[src/rtl/song_sequencer.sv]
// Note-highway game controller: song FSM, beat-timer control, pattern ROM streaming
// into the note track, and key judging against the hit row with score/combo/misses.
//
// state   | meaning
// IDLE    | after reset, waiting for start
// LEAD_IN | countdown of LEAD_IN beat ticks, keys ignored
// PLAY    | track scrolls one row per tick, keys judged on row 0
// PAUSE   | ticks and keys ignored, everything frozen
// DONE    | last note has left the hit row
module song_sequencer #(
  parameter int NUM_LANES   = 3,
  parameter int TRACK_DEPTH = 8,
  parameter int SONG_LEN    = 64,
  parameter int ADDR_W      = 6,
  parameter int LEAD_IN     = 4,
  parameter int SCORE_W     = 16
) (
  input  logic                             Clk,
  input  logic                             Reset,
  input  logic                             start_btn,
  input  logic                             pause_btn,
  input  logic                             shift,
  input  logic [NUM_LANES-1:0]             keys,
  output logic [ADDR_W-1:0]                rom_addr,
  input  logic [NUM_LANES-1:0]             rom_data,
  output logic                             timer_start,
  output logic                             timer_stop,
  output logic [NUM_LANES*TRACK_DEPTH-1:0] track,
  output logic [SCORE_W-1:0]               score,
  output logic [7:0]                       combo,
  output logic [7:0]                       misses,
  output logic [2:0]                       state,
  output logic                             song_done
);

  localparam int ROW_W = $clog2(SONG_LEN + TRACK_DEPTH + 1);
  localparam int TRK_W = NUM_LANES * TRACK_DEPTH;
  localparam int SW1   = SCORE_W + 1;

  typedef enum logic [2:0] {
    S_IDLE    = 3'd0,
    S_LEAD_IN = 3'd1,
    S_PLAY    = 3'd2,
    S_PAUSE   = 3'd3,
    S_DONE    = 3'd4
  } state_t;

  state_t               st, st_n;
  logic                 start_q, pause_q;
  logic [NUM_LANES-1:0] keys_q;
  logic                 start_rise, pause_rise;
  logic [NUM_LANES-1:0] key_rise;
  logic [ROW_W-1:0]     beat_cnt;
  logic                 last_lead, last_row;
  logic [NUM_LANES-1:0] row0_n, entry;
  logic [SCORE_W-1:0]   score_n;
  logic [7:0]           combo_n, misses_n;
  logic [TRK_W-1:0]     track_n;

  function automatic logic [7:0] sat8_inc(input logic [7:0] a);
    return (a == 8'hFF) ? a : a + 8'd1;
  endfunction

  // Points per hit: 1 + min(combo/8, 3), taken from the combo before this hit.
  function automatic logic [SCORE_W-1:0] score_add(input logic [SCORE_W-1:0] s,
                                                   input logic [7:0] c);
    logic [1:0]     bonus;
    logic [SCORE_W:0] sum;
    bonus = (c >= 8'd24) ? 2'd3 : c[4:3];
    sum   = {1'b0, s} + SW1'(bonus) + SW1'(1);
    return sum[SCORE_W] ? '1 : sum[SCORE_W-1:0];
  endfunction

  assign start_rise = start_btn & ~start_q;
  assign pause_rise = pause_btn & ~pause_q;
  assign key_rise   = keys & ~keys_q;
  assign state      = st;
  assign last_lead  = shift && (beat_cnt == ROW_W'(LEAD_IN - 1));
  assign last_row   = shift && (beat_cnt == ROW_W'(SONG_LEN + TRACK_DEPTH - 1));
  assign entry      = (beat_cnt < ROW_W'(SONG_LEN)) ? rom_data : '0;

  // Hits are judged on the pre-shift hit row; whatever survives is missed on a tick.
  always_comb begin
    row0_n   = track[NUM_LANES-1:0];
    score_n  = score;
    combo_n  = combo;
    misses_n = misses;
    track_n  = track;
    for (int i = 0; i < NUM_LANES; i++) begin
      if (key_rise[i]) begin
        if (row0_n[i]) begin
          row0_n[i] = 1'b0;
          score_n   = score_add(score_n, combo_n);
          combo_n   = sat8_inc(combo_n);
        end else begin
          combo_n  = '0;
          misses_n = sat8_inc(misses_n);
        end
      end
    end
    if (shift) begin
      for (int i = 0; i < NUM_LANES; i++) begin
        if (row0_n[i]) begin
          combo_n  = '0;
          misses_n = sat8_inc(misses_n);
        end
      end
      track_n = {entry, track[TRK_W-1:NUM_LANES]};
    end else begin
      track_n = {track[TRK_W-1:NUM_LANES], row0_n};
    end
  end

  always_comb begin
    st_n = st;
    if (start_rise) begin
      st_n = S_LEAD_IN;
    end else begin
      case (st)
        S_LEAD_IN: if (last_lead) st_n = S_PLAY;
        S_PLAY: begin
          if (pause_rise)    st_n = S_PAUSE;
          else if (last_row) st_n = S_DONE;
        end
        S_PAUSE:   if (pause_rise) st_n = S_PLAY;
        default:   st_n = st;
      endcase
    end
  end

  always_ff @(posedge Clk) begin
    if (Reset) begin
      st          <= S_IDLE;
      track       <= '0;
      rom_addr    <= '0;
      score       <= '0;
      combo       <= '0;
      misses      <= '0;
      beat_cnt    <= '0;
      start_q     <= 1'b0;
      pause_q     <= 1'b0;
      keys_q      <= '0;
      timer_start <= 1'b0;
      timer_stop  <= 1'b1;
      song_done   <= 1'b0;
    end else begin
      start_q     <= start_btn;
      pause_q     <= pause_btn;
      keys_q      <= keys;
      st          <= st_n;
      timer_start <= (st_n == S_LEAD_IN) || (st_n == S_PLAY);
      timer_stop  <= !((st_n == S_LEAD_IN) || (st_n == S_PLAY));
      song_done   <= (st_n == S_DONE);
      if (start_rise) begin
        track    <= '0;
        rom_addr <= '0;
        score    <= '0;
        combo    <= '0;
        misses   <= '0;
        beat_cnt <= '0;
      end else begin
        case (st)
          S_LEAD_IN: if (shift) beat_cnt <= last_lead ? '0 : beat_cnt + ROW_W'(1);
          S_PLAY: begin
            if (!pause_rise) begin
              track  <= track_n;
              score  <= score_n;
              combo  <= combo_n;
              misses <= misses_n;
              if (shift) begin
                beat_cnt <= beat_cnt + ROW_W'(1);
                // rom_addr parks on the last row once the whole song has been fetched
                if (rom_addr != ADDR_W'(SONG_LEN - 1)) rom_addr <= rom_addr + ADDR_W'(1);
              end
            end
          end
          default: ;
        endcase
      end
    end
  end

endmodule

[config.mk]
export PLATFORM = sky130hd
export DESIGN_NAME = song_sequencer
export DESIGN_NICKNAME = d
export VERILOG_FILES = /design/src/rtl/song_sequencer.sv
export SDC_FILE = /design/constraint.sdc
export NUM_CORES = 1
export LEC_CHECK = 0
export ABC_AREA = 1
export BUFFER_PORTS_ARGS = -buffer_cell sky130_fd_sc_hd__buf_2
export CAP_MARGIN = 40
export CORE_ASPECT_RATIO = 1.75
export CORE_MARGIN = 5
export CORE_UTILIZATION = 33
export DETAILED_ROUTE_END_ITERATION = 7
export SYNTH_ARGS = -nofsm -noshare
export SYNTH_HDL_FRONTEND = slang
export SYNTH_SLANG_ARGS = --single-unit
[constraint.sdc]
create_clock -name Clk -period 9 [get_ports Clk]
set_input_delay 1.35 -clock Clk [delete_from_list [all_inputs] [get_ports Clk]]
set_output_delay 1.35 -clock Clk [all_outputs]
set_load 0.05 [all_outputs]
After elaboration in Yosys (flattened, before gate mapping)
Cells that the tools add are included.

word-level totals
  output and inout port bits = 68
  bits in registers = 80
  logic and storage cells = 132
  input port bits = 11

operators by class
  multiplexer cells = 59
  add/subtract/negate cells = 17
  order comparisons = 4
  reduce and logical (&&, ||, !) cells = 10
  bitwise operators = 7
  eq/ne operators = 21

operators by type and width
  cell                                                 count
  two-way mux 8 bit                                    31
  two-way mux 16 bit                                   9
  adder 8 x 1 -> 8 bit, second input constant          9
  equality test 8 bit, second input constant           9
  adder 16 x 2 -> 17 bit                               3
  adder 17 x 1 -> 17 bit, second input constant        3
  two-way mux 7 bit                                    4
  >= comparator 8 x 5 -> 1 bit, second input constant  3
  two-way mux 3 bit                                    7
  case mux 7 bit (2 select lines)                      1
  equality test 3 x 2 -> 1 bit, second input constant  3
  case mux 3 bit (3 select lines)                      1
  AND reduction 4 bit                                  2
  adder 7 x 1 -> 7 bit, second input constant          1
  equality test 7 x 2 -> 1 bit, second input constant  1
  equality test 7 bit, second input constant           1
  less-than comparator 7 bit, second input constant    1
  adder 6 x 1 -> 6 bit, second input constant          1
  equality test 3 x 1 -> 1 bit, second input constant  2
  two-way mux 2 bit                                    3
  inequality test 2 bit, second input constant         3
  inequality test 6 bit, second input constant         1
  AND 3 bit                                            1
  equality test 3 bit, second input constant           1
  other kinds (11)                                     17

Depth between registers and ports, before layout
Gate-level depths: netlist (run 1).

  depth after elaboration = 24
  gate-level depth with buffers = 48
  mapped depth without buffers = 46

Worst setup path before layout (run 1)
No wires, ideal clock.

  path kind = input to register
  start point = input port keys[0]
  end point = register misses[0]
  setup time = 0.068 ns
  path buffers = 2
  cell stages on the path = 44
  setup slack = 2.725 ns
  arrival time = 6.207 ns
  data required time = 8.932 ns
  cell sequence = nand2_4 -> nor2_8 -> buf_6 -> nand2_1 -> nand2_1 -> nand2_1 -> ha_1 -> nand3_1 -> nor2_4 -> nand3_2 -> buf_6 -> nand3_1 -> nand2_1 -> inv_1 -> ha_1 -> nand3_2 -> nor2_4 -> nand3_4 -> (+8 left out) -> nand2_1 -> nand2_2 -> ha_1 -> nand3_2 -> nor2_8 -> nand3_4 -> nand3_1 -> nand2_1 -> inv_1 -> ha_1 -> nand3_2 -> nor2_4 -> nand3_4 -> nand2_1 -> nand2_1 -> nand3_1 -> nand2_1 -> a21oi_2

between the ends
  cells in the longest elaborated chain, start to end = 22
  elaborated cells on any way between the ends = 28
  classes of those cells = 5 x add/sub; 5 x eq/ne; 17 x mux; 1 x bitwise

ends and longest elaborated chain
  element                                                      line  RTL
  start: declaration                                           23    input logic [NUM_LANES-1:0] keys,
  AND 3 bit (*)                                                76    assign key_rise = keys & ~keys_q;
  two-way mux 8 bit                                            90    if (key_rise[i]) begin
  adder 8 x 1 -> 8 bit or equality test 8 bit (tied branches)  61    return (a == 8'hFF) ? a : a + 8'd1;
  two-way mux 8 bit                                            61
  two-way mux 8 bit                                            91    if (row0_n[i]) begin
  two-way mux 8 bit                                            90
  adder 8 x 1 -> 8 bit or equality test 8 bit (tied branches)  61
  two-way mux 8 bit                                            61
  (+6 left out)                                                --
  adder 8 x 1 -> 8 bit or equality test 8 bit (tied branches)  61
  two-way mux 8 bit                                            61
  two-way mux 8 bit                                            103   if (row0_n[i]) begin
  two-way mux 8 bit                                            101   if (shift) begin
  adder 8 x 1 -> 8 bit or equality test 8 bit (tied branches)  61
  two-way mux 8 bit                                            61
  two-way mux 8 bit                                            103
  two-way mux 8 bit (*)                                        101
  end signal: assignment                                       169   misses <= misses_n;
  end: declaration                                             31    output logic [7:0] misses,

Mark *: on every way between the ends. The rest lies on a longest branch, timed or not. The select of a mux whose other input is x is not followed.
A chain may end at the register's enable or synchronous reset.

Worst setup path in the final report (run 1)
Same ends and word-level chain as after synthesis.

==> results.yml, run 1 <==
run_status:
  status: "complete, no violations"
sta:
  finalSetupViolCount: 0
  post-route-period-util: 0.739
  max_freq_ghz: 0.150
  hold_viol: 0
  min_period_ns: 6.65
  drv_slew: 0
  rsz0062_at_grt: "false"
  clock-skew-final_ns: 0.00802
  tns_ns: 0
  worstMarginPinSlew_ns: 0.868
  slew-limit-headroom: 0.419
routing:
  ant_nets: 0
  first_pass_iters: 6
  wl_per_cell_um: 14.6
  drt_iter0_markers: 319
  routed_wirelength_um: 22800
  vias: 7801
  remaining_drc_errors: 0
  avgViaCountPerCell: 5.01
yosys:
  synth_area_leaders: "dfxtp_1 (22%), nand2_1 (13%), inv_1 (9.2%), nor2_1 (8.5%), nand3_1 (7.4%)"
  syn-num-nets: 1222
  synth_top_area_frac: 0.219
  synthCells: 1188
  syn_avg_cell_area_um2: 6.14
  ys_ff_latch: 80
  ys_types: 53
  synthArstFlopShare: 0
  seq_area_frac_synth: 0.219
  synth_area_um2: 7300
  synth-main-ff-cell: "dfxtp_1"
  yosys_warnings: 0
  yosysTopAreaCell: "dfxtp_1"
  synth_edf_count: 0
cells_and_area:
  layout_common_cells: "nand2_1 (260), inv_1 (178), nor2_1 (164)"
  diodes: 0
  postLayoutCellArea_um2: 8280
  area_delta_synth_final_pct: 13.4
  fin_nets: 1291
  layout-drive-gt1-share: 0.156
  finalNonFillerCells: 1558
  fin_util: 0.377
  layout_commonest_cell: "nand2_1"
critical_path:
  crit_buf_inv: 3
  cp.required_ns: 9.30
  critPathKind: "in -> reg"
  regToRegSetupSlack_ns: 2.58
  slowest_stage: "nor2_8"
  rr_worst_depth: 44
  cp_common_cell: "nand2_1"
  r2r-end: "misses[0]"
  path_depth: 42
  critPathTopFamily: "simple AND/OR/NAND/NOR gates"
  critPathCapture: "misses[0]"
  slowest_delay_ns: 0.23
  critPathMaxFanout: 16
  worstPathArrival_ns: 6.95
  r2r-start: "misses[1]"
  start_kind: "input pin"
  crit_start: "keys[0]"
  endpoint_kind: "flip-flop"
hold_path:
  hp-class: "reg -> reg"
  hold_depth: 2
global_routing:
  first_global_vias: 7495
  grt_overflow: 0
  grt_pass1_wl_um: 36600
  grt_use_total: 0.184
  grt_max_degree: 39
  antenna_found_initial: 0
floorplan:
  start_util: 0.332
  row_count: 72
  ioPinCount: 79
  die_y_um: 207
  coreArea_um2: 22000
  die_width_um: 122
  die-area_um2: 25300
pwr:
  max-vdd-ir-drop_mv: 0.102
  leakage_nw: 3.96
  power_density_nw_per_um2: 95.2
clock_tree:
  cts_resized: 0
  clock-sinks: 80
  cts_setup_buffers: 0
  cts_buffers: 9
  root_buffer: "clkbuf_16"
  hold_buffers: 0
  tritoncts: "yes"
  clkTransAtPathRegs_ns: 0.07
  clk_path_buf_depth: 2
  clkLatencyLatePin_ns: 0.36
  htree_num_levels: 3
placement:
  placed_area_um2: 8000
  dp_hpwl_um: 18100
  numPortBuffers: 78
  gp_congestion: 0.943
  place_inst: 1542
run:
  drv_cap: 0
worst min path at each step:
stage / from / endpoint / slack [ns]
floorplan: beat_cnt[4] / beat_cnt[4] / 0.46
global placement: track[23] / track[23] / 0.47
detailed placement: track[23] / track[23] / 0.48
CTS: track[23] / track[23] / 0.49
global route: combo[5] / combo[5] / 0.52
finish: track[23] / track[23] / 0.48
cell type report:
type                       instances  area (µm²)
multi-input combinational        891        4860
clock buffer                       9         225
inverter                         187         702
sequential                        80        1600
fill                            2482       13700
tap                              296         370
clock inverter                     7        55.1
timing repair buffer              88         465
power by group:
group,internal (mW),switching [mW]
Combinational,0.0179,0.0495
Clock,0.190,0.173
Sequential,0.356,0.000986
Total,0.564,0.223
Yosys cell counts, drive strengths merged (2+ instances only):
| master | number |
|---|---|
| xor2 | 19 |
| o311ai | 3 |
| nand3b | 8 |
| o211ai | 8 |
| nor4 | 5 |
| or2 | 4 |
| o31ai | 2 |
| nand4 | 34 |
| inv | 186 |
| a221oi | 6 |
| o22ai | 2 |
| buf | 9 |
| o211a | 2 |
| nor2 | 188 |
| ha | 20 |
| a31oi | 5 |
| xnor2 | 9 |
| nand2 | 291 |
| a211oi | 3 |
| a21oi | 51 |
| nor3 | 23 |
| dfxtp | 80 |
| o221ai | 6 |
| clkbuf | 21 |
| o21ai | 60 |
| o21a | 2 |
| fa | 3 |
| and3 | 3 |
| nand3 | 129 |
worst min-delay path: stages, from the launching register on:
cell and delay (ns):
dfxtp_1 0.33, nand2_1 0.06, a21oi_1 0.05
registers in the layout, indices dropped and copies added (netlist names), 3 cells and up:
signal	flops
misses	8
beat_cnt	7
rom_addr	6
combo	8
score	16
track	24
state	3
keys_q	3
logic make-up (layout without fill, tap and decap cells):
logic type / after synthesis / count (layout) / synth area share
AND/OR/NAND/NOR: 686 / 686 / 0.464
buffers and inverters: 217 / 291 / 0.116
AO/OA/AOI/OAI: 154 / 154 / 0.125
flip-flops: 80 / 80 / 0.219
XOR/XNOR: 28 / 28 / 0.0336
adder cells (fa/ha/maj): 23 / 23 / 0.0425
metrics by stage:
step / power [mW] / setup slack, ns / hold WS (ns)
after floorplan: 0.414 / 2.73 / 0.463
after global placement: 0.432 / 2.11 / 0.471
after detailed placement: 0.432 / 1.97 / 0.475
after CTS: 0.799 / 2.35 / 0.486
after global routing: 0.824 / 1.66 / 0.520
final: 0.788 / 2.35 / 0.484
layer usage:
metal	wire, µm	up-vias	GRT usage
li1	-	3992	-
met1	8450	3595	0.179
met2	12200	161	0.351
met3	837	53	0.0314
met4	1290	0	0.115
met5	0	-	0
Power figures use the tool's default switching activity.
==> run 2: changes to the inputs <==
Clock period 9 ns to 5.9 ns, I/O delays scaled along.
==> results.yml, run 2 (synthesis results as in run 1) <==
cells_and_area:
  reg.largest.list: "track: 24 flops, score: 16 flops"
  largest_register_ff_count: 24
  diodes: 0
  area_delta_synth_final_pct: 16.6
  final.fill_count: 2476
  layout_commonest_cell: "nand2_1"
  fin_nets: 1312
  largest-register: "track"
  layout-drive-gt1-share: 0.181
  layout_common_cells: "nand2_1 (257), inv_1 (178), nor2_1 (162)"
global_routing:
  first_global_vias: 7541
  grt_use_total: 0.187
  grt_max_degree: 39
  grt_pass1_wl_um: 37300
  grt_overflow: 0
  antenna_found_initial: 0
clock_tree:
  clkTransAtPathRegs_ns: 0.07
  root_buffer: "clkbuf_16"
  clk_path_buf_depth: 2
  htree_num_levels: 3
  clkLatencyLatePin_ns: 0.36
  tritoncts: "yes"
  cts_buffers: 9
  clock-sinks: 80
routing:
  first_pass_iters: 5
  routed_wirelength_um: 23100
  wl_per_cell_um: 14.6
  avgViaCountPerCell: 4.96
  vias: 7834
  remaining_drc_errors: 0
  drt_iter0_markers: 309
  ant_nets: 0
floorplan:
  die_y_um: 207
  ioPinCount: 79
  start_util: 0.332
  row_count: 72
  coreArea_um2: 22000
  die-area_um2: 25300
  die_width_um: 122
pwr:
  total_power_mw: 1.25
  power_density_nw_per_um2: 147
  internal-power_uw: 912
  switching_share: 0.270
  leakage_nw: 4.07
  max-vdd-ir-drop_mv: 0.191
  seqPwrFrac: 0.435
  combPwrFrac: 0.093
  p_sw_uw: 338
  clock_power_share: 0.472
critical_path:
  critPathTopFamily: "simple AND/OR/NAND/NOR gates"
  slowest_delay_ns: 0.21
  cp.required_ns: 6.13
  critPathKind: "in -> reg"
  endpoint_kind: "flip-flop"
  critPathMaxFanout: 13
  crit_start: "keys[0]"
  slowest_stage: "ha_2"
  r2r-start: "misses[0]"
  start_kind: "input pin"
  worstPathArrival_ns: 5.64
  cp_common_cell: "nand2_1"
  crit_buf_inv: 3
run_status:
  status: "complete, no violations"
sta:
  drv_slew: 0
  holdWs_ns: 0.482
  clock-skew-final_ns: 0.00979
  worstMarginPinSlew_ns: 0.665
  post-route-period-util: 0.917
  finalSetupViolCount: 0
  rsz0062_at_grt: "true"
  min_period_ns: 5.41
  max_freq_ghz: 0.185
  slew-limit-headroom: 0.551
  hold_viol: 0
run:
  drv_cap: 0
hold_path:
  worstHoldStart: "combo[5]"
  hp-class: "reg -> reg"
placement:
  dp_hpwl_um: 18400
  gp_congestion: 0.919
  numPortBuffers: 78
## run 2: cell type report
type | count | area, µm² | area share
clock buffer | 9 | 225 | 0.0265
clock inverter | 7 | 77.6 | 0.00911
inverter | 187 | 702 | 0.0825
multi-input combinational | 892 | 4910 | 0.577
sequential | 80 | 1610 | 0.189
tap | 296 | 370 | 0.0435
timing repair buffer | 108 | 616 | 0.0723
## run 2: stage by stage
| stage | TNS [ns] | instance area, µm² | instances | setup slack [ns] | util |
|---|---|---|---|---|---|
| floorplan | 0 | 7300 | 1188 | 0.0981 | - |
| global placement | 0 | 8150 | 1562 | 0.0979 | 0.371 |
| detailed placement | 0 | 8150 | 1562 | 0.0756 | 0.371 |
| CTS | 0 | 8450 | 1578 | 0.242 | 0.385 |
| global route | -0.0258 | 8510 | 1579 | -0.0134 | 0.387 |
| finish | 0 | 8510 | 1579 | 0.491 | 0.387 |
## run 2: worst paths after layout
check             slack (ns)  cells after the start         to
hold reg to reg         0.48                      2   combo[5]
setup reg to reg        0.51                     43  misses[4]
setup / recovery        0.49                     41  misses[4]
hold / removal          0.48                      2   combo[5]
## run 2: layer usage
| layer | track usage | vias up | part of all wire |
|---|---|---|---|
| li1 | - | 4040 | - |
| met3 | 0.0300 | 61 | 0.033 |
| met4 | 0.121 | 0 | 0.060 |
| met5 | 0 | - | 0 |
| met2 | 0.351 | 154 | 0.53 |
| met1 | 0.187 | 3579 | 0.37 |
## run 2: worst reg2reg max path, delay by kind of cell, from the launching register on
family / cells / cell delay (ns)
AO/OA/AOI/OAI: 1 / 0.05
adder cells (fa/ha/maj): 6 / 1.16
buffers and inverters: 2 / 0.17
flip-flops: 1 / 0.38
AND/OR/NAND/NOR: 34 / 3.49
## run 2: power by group through the flow
stage	logic (mW)	clock network (mW)	registers (mW)
detailed placement	0.115	0	0.557
floorplan	0.0687	0	0.563
global placement	0.115	0	0.557
CTS	0.115	0.607	0.545
finish	0.116	0.589	0.544
global route	0.128	0.630	0.544
## run 2: timing repair
item / in CTS / in global routing
hold buffers: 0 / 0
endpoints found under the setup margin: 0 / 22
resized for setup: 0 / 15
buffers inserted: 0 / 0
hold endpoints to repair: 0 / 0
